### config.mk
export PLATFORM = sky130hd
export DESIGN_NAME = sync_fifo_ctrl
export DESIGN_NICKNAME = d
export VERILOG_FILES = /design/src/rtl/sync_fifo_pkg.sv /design/src/rtl/sync_fifo_ctrl_ptr.sv /design/src/rtl/sync_fifo_ctrl.sv
export SDC_FILE = /design/constraint.sdc
export NUM_CORES = 1
export LEC_CHECK = 0
export CORE_UTILIZATION = 35
export CTS_CLUSTER_DIAMETER = 60
export DETAILED_ROUTE_END_ITERATION = 12
export PLACE_DENSITY = 0.71
export SYNTH_ARGS = -nofsm -noshare
export SYNTH_HDL_FRONTEND = slang
export SYNTH_HIERARCHICAL = 1
export SYNTH_SLANG_ARGS = --single-unit
### constraint.sdc
create_clock -name clk -period 5.4 [get_ports clk]
set_input_delay 1.08 -clock clk [delete_from_list [all_inputs] [get_ports clk]]
set_output_delay 1.08 -clock clk [all_outputs]
set_load 0.01 [all_outputs]
### src/rtl/sync_fifo_pkg.sv
// ----------------------------------------------------------------------------
// sync_fifo_pkg
// Shared definitions for the synchronous FIFO controller.
//   PTR_W(aw)    : pointer width for an aw-bit RAM address (address + wrap bit)
//   AFULL_MARGIN : default distance of the almost-full threshold below depth
//   ptr_t        : pointer type at the default address width
// ----------------------------------------------------------------------------
package sync_fifo_pkg;

    localparam int unsigned AW_DEFAULT   = 8;
    localparam int unsigned AFULL_MARGIN = 4;

    // One extra MSB distinguishes full from empty when the address bits match.
    function automatic int unsigned PTR_W(input int unsigned aw);
        return aw + 1;
    endfunction

    typedef logic [AW_DEFAULT:0] ptr_t;

endpackage

### src/rtl/sync_fifo_ctrl_ptr.sv
// ----------------------------------------------------------------------------
// fifo_ptr
// One FIFO pointer (RAM address plus wrap bit), incrementing modulo
// 2^(AW+1), with synchronous clear. Used once for writes, once for reads.
// Ports:
//   clk, rst_n : clock, asynchronous active-low reset
//   clr        : synchronous clear to zero (wins over inc)
//   inc        : advance by one at the next edge
//   ptr        : current pointer value
//   ptr_nxt    : value the pointer takes at the next edge
// ----------------------------------------------------------------------------
module fifo_ptr
    import sync_fifo_pkg::*;
#(
    parameter int unsigned AW = 8
) (
    input  logic               clk,
    input  logic               rst_n,
    input  logic               clr,
    input  logic               inc,
    output logic [PTR_W(AW)-1:0] ptr,
    output logic [PTR_W(AW)-1:0] ptr_nxt
);

    localparam int unsigned PW = PTR_W(AW);

    logic [PW-1:0] ptr_q;
    logic [PW-1:0] ptr_d;

    always_comb begin
        ptr_d = ptr_q;
        if (clr) begin
            ptr_d = '0;
        end else if (inc) begin
            ptr_d = ptr_q + PW'(1);
        end
    end

    always_ff @(posedge clk or negedge rst_n) begin
        if (!rst_n) begin
            ptr_q <= '0;
        end else begin
            ptr_q <= ptr_d;
        end
    end

    assign ptr     = ptr_q;
    assign ptr_nxt = ptr_d;

endmodule

### src/rtl/sync_fifo_ctrl.sv
// ----------------------------------------------------------------------------
// sync_fifo_ctrl
// Controller for a FIFO built on an external dual-port RAM with combinational
// read. Accepts a valid/ready stream upstream, writes it into the RAM, and
// presents a first-word-fall-through valid/ready stream downstream.
//
// Optional feature: define SYNC_FIFO_CTRL_LEVEL_EN to add the registered
// level counter and almost_full flag (and the AFULL_TH parameter).
//
// Ports:
//   clk, rst_n            : clock, asynchronous active-low reset
//   flush                 : synchronous clear of all contents
//   in_valid/ready/data   : upstream stream
//   out_valid/ready/data  : downstream stream (head word)
//   mem_wr_en/addr/data   : RAM write port
//   mem_rd_en/addr/data   : RAM read port (read data is combinational)
//   full, empty           : registered occupancy flags
//   level, almost_full    : registered count and threshold flag (macro only)
// ----------------------------------------------------------------------------
module sync_fifo_ctrl
    import sync_fifo_pkg::*;
#(
    parameter int unsigned AW = 8,
    parameter int unsigned DW = 8
`ifdef SYNC_FIFO_CTRL_LEVEL_EN
    ,
    parameter int unsigned AFULL_TH = (1 << AW) - AFULL_MARGIN
`endif
) (
    input  logic          clk,
    input  logic          rst_n,
    input  logic          flush,
    input  logic          in_valid,
    output logic          in_ready,
    input  logic [DW-1:0] in_data,
    output logic          out_valid,
    input  logic          out_ready,
    output logic [DW-1:0] out_data,
    output logic          mem_wr_en,
    output logic [AW-1:0] mem_wr_addr,
    output logic [DW-1:0] mem_wr_data,
    output logic          mem_rd_en,
    output logic [AW-1:0] mem_rd_addr,
    input  logic [DW-1:0] mem_rd_data,
    output logic          full,
    output logic          empty
`ifdef SYNC_FIFO_CTRL_LEVEL_EN
    ,
    output logic [AW:0]   level,
    output logic          almost_full
`endif
);

    localparam int unsigned PW = PTR_W(AW);

    logic [PW-1:0] wr_ptr;
    logic [PW-1:0] wr_ptr_nxt;
    logic [PW-1:0] rd_ptr;
    logic [PW-1:0] rd_ptr_nxt;

    logic init_q;
    logic full_q;
    logic full_d;
    logic empty_q;
    logic empty_d;
    logic push;
    logic pop;

    // Handshakes look only at registered flags, init_q and flush, so a pop
    // never frees a slot for a push in the same cycle and vice versa.
    always_comb begin
        in_ready    = init_q & ~full_q & ~flush;
        push        = in_valid & in_ready;
        out_valid   = ~empty_q & ~flush;
        pop         = out_valid & out_ready;

        mem_wr_en   = push;
        mem_wr_addr = wr_ptr[AW-1:0];
        mem_wr_data = in_data;
        mem_rd_en   = ~empty_q;
        mem_rd_addr = rd_ptr[AW-1:0];
        out_data    = mem_rd_data;
    end

    fifo_ptr #(
        .AW (AW)
    ) u_wr_ptr (
        .clk     (clk),
        .rst_n   (rst_n),
        .clr     (flush),
        .inc     (push),
        .ptr     (wr_ptr),
        .ptr_nxt (wr_ptr_nxt)
    );

    fifo_ptr #(
        .AW (AW)
    ) u_rd_ptr (
        .clk     (clk),
        .rst_n   (rst_n),
        .clr     (flush),
        .inc     (pop),
        .ptr     (rd_ptr),
        .ptr_nxt (rd_ptr_nxt)
    );

    // Flags come from next-cycle pointers so they are plain registers.
    // A flush zeroes both next pointers, which yields empty=1, full=0.
    always_comb begin
        empty_d = (wr_ptr_nxt == rd_ptr_nxt);
        full_d  = (wr_ptr_nxt[AW] != rd_ptr_nxt[AW]) &&
                  (wr_ptr_nxt[AW-1:0] == rd_ptr_nxt[AW-1:0]);
    end

    always_ff @(posedge clk or negedge rst_n) begin
        if (!rst_n) begin
            init_q  <= 1'b0;
            empty_q <= 1'b1;
            full_q  <= 1'b0;
        end else begin
            init_q  <= 1'b1;
            empty_q <= empty_d;
            full_q  <= full_d;
        end
    end

    assign full  = full_q;
    assign empty = empty_q;

`ifdef SYNC_FIFO_CTRL_LEVEL_EN
    logic [AW:0] level_q;
    logic [AW:0] level_d;
    logic        afull_q;
    logic        afull_d;

    always_comb begin
        level_d = level_q;
        if (flush) begin
            level_d = '0;
        end else if (push && !pop) begin
            level_d = level_q + PW'(1);
        end else if (pop && !push) begin
            level_d = level_q - PW'(1);
        end
        afull_d = (32'(level_d) >= AFULL_TH);
    end

    always_ff @(posedge clk or negedge rst_n) begin
        if (!rst_n) begin
            level_q <= '0;
            afull_q <= 1'b0;
        end else begin
            level_q <= level_d;
            afull_q <= afull_d;
        end
    end

    assign level       = level_q;
    assign almost_full = afull_q;
`endif

endmodule

==> results.yml, run 1 <==
routing:
  drtIter0Drc: 29
  avgRoutedWirePerCell_um: 14.0
  routed_wl_mm: 2.50
  drc: 0
  drt_pass1_iterations: 4
  vias: 904
  routed_via_density: 5.05
  antenna_left: 0
placement:
  dp_cells: 175
  dp_hpwl_mm: 1.90
  gp_congestion: 0.724
  io_buffer_count: 26
layout:
  diodes: 0
  fillers: 348
  mostFrequentLayoutCells: "clkdlybuf4s50_1 (26), dfrtp_1 (20), nor2_1 (11)"
  layout_commonest_cell: "clkdlybuf4s50_1"
  multi_input_area_sq_um: 546
  final_cells: 179
  drive_gt1_frac: 0.0602
  nets: 157
  regArea_sq_um: 527
  area_growth_pct: 16.5
clock_network:
  cts_setup_buffers: 0
  clk_latency_ps: 300
  tritoncts: "done"
  cts_resized: 0
  cts_hold_buffers: 0
  path_clk_slew_ps: 110
  cts_buffer_depth: 2
  clock-sinks: 21
  h-tree-depth: 1
  cts_made_buffers: 3
  cts_root_buffer: "clkbuf_4"
global_route:
  grt_pass1_wl_mm: 3.86
  antenna_found_initial: 0
  overflow: 0
  grt_max_degree: 22
  track_usage: 0.145
  grt_pass1_vias: 854
min_path:
  hp-class: "register to register"
timing:
  max_freq_mhz: 235
  tns_ps: 0
  skew_ps: 0.932
  rsz0062_at_grt: "no"
  finalHoldWorstSlack_ps: 582
  slew_violations: 0
  finalHoldViolCount: 0
  tightest_slew_ps: 974
  min_period_ps: 4260
  final-setup-viol-count: 0
  slew_headroom: 0.348
  min_period_over_period: 0.789
run_status:
  status: "finished, final reports clean"
pwr:
  p_sw_uw: 61.9
  irDropWorstVdd_uv: 60.4
  p_int_uw: 201
  power.density_nw_per_um2: 185
  p_seq_frac: 0.617
  sw_frac_of_total: 0.236
  pwr-share-comb: 0.096
  leakagePower_nw: 0.576
  clkPwrFrac: 0.287
synthesis:
  synth_fa_ha_area_frac: 0.0205
  synth_fp_nets: 146
  synth-seq-cells: 21
  synth_xor_area_frac: 0.122
  synth-simple-area-share: 0.220
  ys_warn_count: 6
  syn_inst: 123
  ys_types: 21
  seq_area_frac_synth: 0.432
  synth_compound_area_frac: 0.0657
  synth_mux_area_frac: 0.0164
  synth_area_sq_um: 1220
  synth_top_family_by_area: "simple AND/OR/NAND/NOR gates"
  avgSynthCellArea_sq_um: 9.91
critical_path:
  start_kind: "input port"
  setup.worst_path.end_class: "output port"
  crit_type: "input port to output port"
  crit_fanout: 20
  crit_arrival_ps: 3180
  worstPathRequired_ps: 4320
die:
  start_util: 0.365
  core_area_sq_um: 3340
  die-width_um: 61.0
  die_area_sq_um: 3720
  row_count: 21
  ios: 59
  die_h_um: 61.0
flow_run:
  cap_violations: 0
[flip-flops by register name (all words and copies together) (netlist names)]
| signal | cells |
|---|---|
| init_q | 1 |
| u_rd_ptr/ptr | 9 |
| full | 1 |
| u_wr_ptr/ptr | 9 |
| empty | 1 |
[final timing paths]
check                           startpoint               to  slack, ps  depth (start not counted)
max in group asynchronous            rst_n  u_wr_ptr/ptr[5]       3510                          1
hold reg to reg            u_wr_ptr/ptr[8]  u_wr_ptr/ptr[8]        580                          2
setup reg to reg                      full             full       2860                          8
setup / recovery                     flush        mem_wr_en       1140                          4
hold / removal             u_wr_ptr/ptr[8]  u_wr_ptr/ptr[8]        580                          2
min in group asynchronous            rst_n  u_wr_ptr/ptr[1]       1310                          1
[power by group through the flow]
stage / Sequential, mW / Clock (mW) / Combinational, mW
finish: 0.162 / 0.0754 / 0.0254
detailed placement: 0.165 / 0 / 0.0257
global placement: 0.165 / 0 / 0.0249
CTS: 0.162 / 0.0786 / 0.0258
global route: 0.163 / 0.0853 / 0.0280
floorplan: 0.166 / 0 / 0.0230
[synth_stat cells]
library cell,instances,area (sq um)
a21oi_1,8,40.0
and2_1,2,12.5
buf_4,18,135
clkbuf_1,2,7.51
conb_1,1,3.75
dfrtp_1,20,500
dfstp_2,1,26.3
ha_1,2,25.0
inv_1,1,3.75
mux2i_1,2,20.0
nand2_1,8,30.0
nand4_1,9,56.3
nand4_4,2,42.5
nor2_1,11,41.3
nor3b_1,1,7.51
nor4_2,1,12.5
nor4b_2,1,15.0
o21ai_0,8,40.0
or3_1,8,50.1
xnor2_1,10,87.6
xor2_1,7,61.3
[per-layer routing]
| metal | up-vias | GRT usage | part of all wire | wire, um |
|---|---|---|---|---|
| met1 | 415 | 0.187 | 0.44 | 1100 |
| li1 | 430 | - | - | - |
| met3 | 12 | 0.0277 | 0.054 | 136 |
| met5 | - | 0 | 0 | 0 |
| met2 | 47 | 0.224 | 0.48 | 1190 |
| met4 | 0 | 0.0877 | 0.028 | 70 |
[area by class of cell]
type | instances | area share
Clock buffer | 4 | 0.0185
Multi-Input combinational cell | 81 | 0.384
Inverter | 1 | 0.00264
Timing Repair Buffer | 26 | 0.183
Tap cell | 46 | 0.0405
Sequential cell | 21 | 0.371
[worst max-delay path, stage by stage]
cell	delay, ps
clkdlybuf4s50_1	750
nor3b_1	370
and2_1	370
clkdlybuf4s50_1	600
[cell families (layout without fill, tap and decap cells)]
kind of cell	count (synthesis)	count (layout)
and+or+nand+nor	43	43
xor gates and xnor gates	17	17
muxes	2	2
DFF	21	21
adders and majority gates	2	2
AOI/OAI and AO/OA	16	16
other	1	1
buffers and inverters	21	31
[metrics by stage]
| stage | util | worst slack (ps) | power [mW] | area [sq um] |
|---|---|---|---|---|
| after floorplan | - | 2240 | 0.189 | 1220 |
| after global placement | 0.418 | 1190 | 0.190 | 1390 |
| after detailed placement | 0.418 | 1140 | 0.191 | 1390 |
| after CTS | 0.426 | 1120 | 0.267 | 1420 |
| after global routing | 0.426 | 961 | 0.276 | 1420 |
| final | 0.426 | 1140 | 0.263 | 1420 |
Power figures use the tool's default switching activity.
==> inputs of run 2 (changes only) <==
Clock period 5.4 ns to 4.25 ns, I/O delays scaled along.
==> run 2 against run 1 <==
Count of clock-buffer cells in the layout is the same. Sequential share of layout area shrank 0.20 points. Flip-flop and latch count is the same. Total power grew 28%. Global-route usage shrank 0.42 points. Combinational power grew 28%. Die area is the same. Critical path depth is the same. Design area grew 0.53%. Via count shrank 0.44%. Routed wire length shrank 0.56%. Critical path type unchanged. Largest power group unchanged.
==> results.yml, run 2 (same netlist as run 1, synthesis figures left out) <==
timing:
  max_freq_mhz: 303
  slew_violations: 0
  final-setup-viol-count: 0
  tightest_slew_ps: 927
  min_period_ps: 3310
  tns_ps: 0
  finalHoldViolCount: 0
  skew_ps: 4.94
  fin_ws_ps: 945
  min_period_over_period: 0.778
  slew_headroom: 0.380
  rsz0062_at_grt: "no"
  finalHoldWorstSlack_ps: 602
pwr:
  power.density_nw_per_um2: 235
  finalPower_uw: 336
  irDropWorstVdd_uv: 87.0
  leakagePower_nw: 0.581
layout:
  diodes: 0
  final_cell_area_sq_um: 1430
  mostFrequentLayoutCells: "clkdlybuf4s50_1 (26), dfrtp_1 (20), nor2_1 (11)"
  layout_commonest_cell: "clkdlybuf4s50_1"
  nets: 158
  area_growth_pct: 17.1
  final_cells: 180
  drive_gt1_frac: 0.0672
  utilization: 0.428
global_route:
  grt_pass1_vias: 827
  antenna_found_initial: 0
  grt_max_degree: 22
  track_usage: 0.141
  grt_pass1_wl_mm: 3.79
  overflow: 0
routing:
  drt_pass1_iterations: 4
  vias: 900
  routed_via_density: 5.00
  drtIter0Drc: 18
  drc: 0
  antenna_left: 0
  routed_wl_mm: 2.48
  avgRoutedWirePerCell_um: 13.8
die:
  start_util: 0.365
  ios: 59
  die_h_um: 61.0
  die_area_sq_um: 3720
  die-width_um: 61.0
  core_area_sq_um: 3340
  row_count: 21
placement:
  placed_area_sq_um: 1400
  dp_slack_ps: 755
  io_buffer_count: 26
  dp_cells: 176
  dp_hpwl_mm: 1.88
  gp_congestion: 0.790
critical_path:
  crit_fanout: 7
  worstPathRequired_ps: 3400
  worst-r2r-cell-count: 8
  crit_arrival_ps: 2460
  start_kind: "input port"
  setup.worst_path.end_class: "output port"
  crit_type: "input port to output port"
clock_network:
  cts_hold_buffers: 0
  path_clk_slew_ps: 120
  cts_resized: 0
  cts_buffer_depth: 2
  tritoncts: "done"
  clk_latency_ps: 300
  h-tree-depth: 1
  clock-sinks: 21
  cts_made_buffers: 3
  cts_root_buffer: "clkbuf_4"
  cts_setup_buffers: 0
min_path:
  hp-class: "register to register"
  hold_depth: 2
flow_run:
  cap_violations: 0
run_status:
  status: "finished, final reports clean"
==> run 2: path summary, 6_finish.rpt <==
| path | startpoint | endpoint | slack [ps] |
|---|---|---|---|
| setup / recovery | flush | mem_wr_en | 940 |
| hold / removal | u_wr_ptr/ptr[8] | u_wr_ptr/ptr[8] | 600 |
| setup reg to reg | full | full | 1800 |
| hold reg to reg | u_wr_ptr/ptr[8] | u_wr_ptr/ptr[8] | 600 |
| max in group asynchronous | rst_n | u_rd_ptr/ptr[5] | 2630 |
| min in group asynchronous | rst_n | u_wr_ptr/ptr[2] | 1050 |
==> run 2: cell type report <==
class                   instances  area [sq um]
clock buffers                   4          26.3
fillers                       333          1910
inverters                       1          3.75
multi-input cells              81           546
flip-flops and latches         21           527
well taps                      46          57.6
repair buffers                 27           268
==> run 2: critical path: stages <==
cell             delay, ps
clkdlybuf4s50_1        430
nor3b_1                220
and2_1                 360
clkdlybuf4s50_1        600
==> run 2: power breakdown <==
group	switching (mW)	internal, mW
Clock	0.0598	0.0366
Sequential	0.00321	0.203
Combinational	0.0165	0.0162
==> run 2: layer usage <==
| metal | wire [um] | GRT usage | part of all wire |
|---|---|---|---|
| met1 | 1070 | 0.175 | 0.43 |
| met5 | 0 | 0 | 0 |
| met2 | 1190 | 0.221 | 0.48 |
| met4 | 87 | 0.0974 | 0.035 |
| met3 | 131 | 0.0256 | 0.053 |
==> variant 1: new RTL, config.mk and constraints of run 2 <==
The parameter `DW` goes from 8 to 10.
--- a/src/rtl/sync_fifo_ctrl.sv
+++ b/src/rtl/sync_fifo_ctrl.sv
@@ -23,3 +23,3 @@
     parameter int unsigned AW = 8,
-    parameter int unsigned DW = 8
+    parameter int unsigned DW = 10
 `ifdef SYNC_FIFO_CTRL_LEVEL_EN
Interface: changed (resized in_data, mem_rd_data, mem_wr_data and out_data); port bits go from 59 to 67. No check against the original RTL was run, so the function may have changed too.
==> variant 1 against run 2 <==
- routed wire length grew 3.6%
- worst hold slack lost 0.0085 ns
- setup slack lost 0.28 ns
- synthesized cell count grew 3.3%
- cell area is essentially flat
- global-route usage grew 1.0 points
- register-to-register slack lost 0.09 ns
- utilization shrank 0.63 points
- power shrank 0.19%
- sequential cell count is the same
- sequential power is essentially flat
- area after synthesis grew 2.5%
- critical endpoint unchanged
==> variant 1: results (changes against run 2) <==
stage,metric,value,unit,change
synthesis,synth cell count leaders,"22 x buf_4, 20 x dfrtp_1, 11 x nor2_1, 10 x xnor2_1, 9 x nand4_1",,
grt,global-route wire length before repair,4.11,mm,+8.4%
synthesis,ys async rst share,100,%,unchanged
status,status,"finished, final reports clean",,
synthesis,total nets after synthesis,154,,+5.5%
route,vias per cell,5.04,,+0.89%
worst_setup_path,Reg2Reg Setup Slack,1.71,ns,-0.09 ns
synthesis,Syn Inst Count,127,,+3.3%
synthesis,Post-Synth XOR/XNOR Area,11.9,%,-0.29 points
placed_design,Placement Cell Area,1400,µm²,unchanged
power,Sw Share,24.0,%,+0.32 points
synthesis,sequential-to-total area share from yosys stat,42.2,%,-1.0 points
sta,Clock Skews,0.00422,ns,-0.000718 ns
route,DR vias,908,,+0.89%
layout,share of layout cells above drive strength 1,7.46,%,+0.75 points
placed_design,Post-Place Worst Slack,0.548,ns,-0.208 ns
layout,nets,162,,+2.5%
grt,Total GRT Usage,15.1,%,+1.0 points
power,worst IR drop on VDD,0.0802,mV,-7.8%
worst_hold_path,Hold EP,u_wr_ptr/ptr[8]$_DFF_PN0_,,
placed_design,HPWL Detailed,1.94,mm,+3.2%
grt,vias in the first global route,923,,+12%
synthesis,Synth Area in Compound Gates,6.41,%,-0.16 points
placed_design,GPL Wtd Cong,0.760,,-3.7%
route,WL per Instance,14.3,µm,+3.6%
power,Leakage,0.584,nW,+0.47%
worst_setup_path,crit path max fanout,11,,+4
route,DR iter-0 viols,16,,-2
synthesis,post-synthesis mux area share,1.60,%,-0.040 points
synthesis,post-synth top area share,40.1,%,-0.99 points
sta,slew at the pin closest to its max-slew limit,0.954,ns,+0.0278 ns
sta,Worst Hold Slack,0.593,ns,-0.00853 ns
synthesis,Adder-Cell Fraction of Synth Area,2.00,%,-0.049 points
synthesis,largest cells by area after synthesis,"dfrtp_1 40%, buf_4 13%, xnor2_1 7.0%",,
variant 1: changes by cell type in the layout (fill, tap and decap cells not counted):
cell      delta
clkbuf_1     -1
clkinv_2     +1
variant 1: power groups by stage:
stage,Clock [W],Sequential [W],Combinational [W]
finish,0.0000958,0.000206,0.0000326
detailed placement,0,0.000210,0.0000330
global route,0.000108,0.000207,0.0000361
floorplan,0,0.000211,0.0000332
global placement,0,0.000210,0.0000329
CTS,0.000101,0.000207,0.0000330
variant 1: per-layer routing:
layer	GRT usage, %	wire [µm]	share of wire (%)	vias to the layer above
li1	-	-	-	431
met1	19.8	1210	47	429
met2	23.2	1150	45	38
met3	3.52	167	6.5	10
met4	7.94	44	1.7	0
met5	0	0	0	-
variant 1: layout make-up:
cell class,count,area (µm²)
sequential,21,527
inverter,1,3.75
tap,46,57.6
clock inverter,1,5.00
timing repair buffer,27,268
multi-input combinational,81,546
fill,330,1960
clock buffer,3,22.5
==> variant 2: new RTL, flow settings as in run 2 <==
Without the edit above. Add a define of `SYNC_FIFO_CTRL_LEVEL_EN`.
--- a/src/rtl/sync_fifo_ctrl.sv
+++ b/src/rtl/sync_fifo_ctrl.sv
@@ -19,2 +19,4 @@
 // ----------------------------------------------------------------------------
+`define SYNC_FIFO_CTRL_LEVEL_EN
+
 module sync_fifo_ctrl
Formal check against the unedited RTL (old outputs only; new: almost_full and level): equivalent (Yosys induction, for registers that start in step).
==> variant 2 against run 2 <==
- sequential cell count increased by 10
- power increased by 110%
- clock skew decreased by 0.0022 ns
- largest cell class unchanged
- setup slack got worse by 0.18 ns
- cell area increased by 61%
- sequential power increased by 53%
- routed wire length increased by 63%
- synthesized cell count increased by 56%
- register-to-register slack improved by 0.05 ns
- maximum frequency decreased by 5.2%
- area after synthesis increased by 55%
- final cell count increased by 58%
==> variant 2: results (changes against run 2) <==
stage,metric,value,unit,change
power,Pint,0.000532,W,+110%
status,status,"finished, final reports clean",,
synthesis,synth cell count leaders,"30 x dfrtp_1, 21 x nor2_1, 21 x xor2_1, 19 x buf_4, 11 x nand2_1",,
route,WL per Instance,14.2,µm,+3.3%
layout,nets,239,,+51%
worst_hold_path,min-delay src,u_rd_ptr/ptr[8]$_DFF_PN0_,,
placed_design,HPWL Detailed,2.95,mm,+56%
layout,Data buffer area share,16.3,%,-2.4 points
worst_setup_path,reg2reg end,empty$_DFF_PN1_,,
layout,Non-clk invs,4,,+3
worst_setup_path,Reg2Reg Setup Slack,1.85,ns,+0.05 ns
clock_tree,H-tree depth,2,,+1
die,# Taps,70,,+52%
synthesis,Synth Area in Compound Gates,8.47,%,+1.9 points
placed_design,Post-Place Worst Slack,0.622,ns,-0.133 ns
placed_design,Placement Cell Area,2180,µm²,+56%
worst_setup_path,CP Data Arrival Time,2.64,ns,+0.18 ns
layout,fin cells,285,,+58%
sta,Worst Hold Slack,0.601,ns,-0.00121 ns
synthesis,largest cells by area after synthesis,"dfrtp_1 40%, xor2_1 9.7%, buf_4 7.5%",,
sta,Period minus WS final,3.49,ns,+0.181 ns
layout,Layout clock buffers,6,,+2
layout,register share of the cell area,33.8,%,-3.1 points
grt,Total GRT Usage,16.5,%,+2.4 points
clock_tree,clock transition at the registers of the reported paths,0.07,ns,-0.05 ns
clock_tree,Num CTS Buffers,5,,+2
sta,Clock Skews,0.00269,ns,-0.00225 ns
layout,Clock-cell share,5.11,%,+3.3 points
synthesis,sequential-to-total area share from yosys stat,41.1,%,-2.1 points
synthesis,post-synthesis mux area share,1.59,%,-0.054 points
power,clock power share,42.9,%,+14 points
placed_design,Buffers on Ports,36,,+38%
synthesis,Yosys reg bits,31,,+48%
layout,Fill cells,516,,+55%
power,Leakage,1.03,nW,+76%
worst_setup_path,crit path max fanout,14,,+7
layout,count of multi-input gates,134,,+65%
layout,share of layout cells above drive strength 1,8.84,%,+2.1 points
synthesis,Adder-Cell Fraction of Synth Area,2.65,%,+0.59 points
placed_design,Inst Count DP,277,,+57%
synthesis,Post-Synth XOR/XNOR Area,12.0,%,-0.17 points
power,worst IR drop on VDD,0.163,mV,+87%
grt,pin count of the biggest net entering global routing,32,,+45%
clock_tree,Root Buffer,clkbuf_8,,
route,DR iter-0 viols,39,,+21
worst_hold_path,Hold EP,u_rd_ptr/ptr[8]$_DFF_PN0_,,
power,Sw Share,23.4,%,-0.29 points
layout,Non-clk bufs,38,,+41%
[variant 2: changes by cell type after synthesis, moves of 2 or more]
cell,before,now
xnor2_1,10,5
nor4_1,0,3
nand2_1,8,11
and4_1,0,2
nor2b_1,0,3
and2_1,2,0
a32oi_1,0,2
nand2b_1,0,2
nor2_1,11,21
ha_1,2,4
and3_1,0,2
inv_1,1,4
xor2_1,7,21
dfrtp_1,20,30
[variant 2: routing by layer]
| layer | up-vias | GRT usage [%] | routed length [µm] |
|---|---|---|---|
| li1 | 700 | - | - |
| met1 | 673 | 20.1 | 1840 |
| met2 | 41 | 27.6 | 1930 |
| met3 | 7 | 4.89 | 232 |
| met4 | 0 | 6.38 | 61 |
| met5 | - | 0 | 0 |
[variant 2: worst register-to-register path: stages (launching register included)]
cell and delay (ns):
dfstp_2 0.39, nor2_1 0.14, nand2_1 0.13, inv_1 0.24, nand4_4 0.18, or3_1 0.38, a21oi_1 0.25, xor2_1 0.11
nor4_1 0.31, nand2_1 0.09, nor2_1 0.12
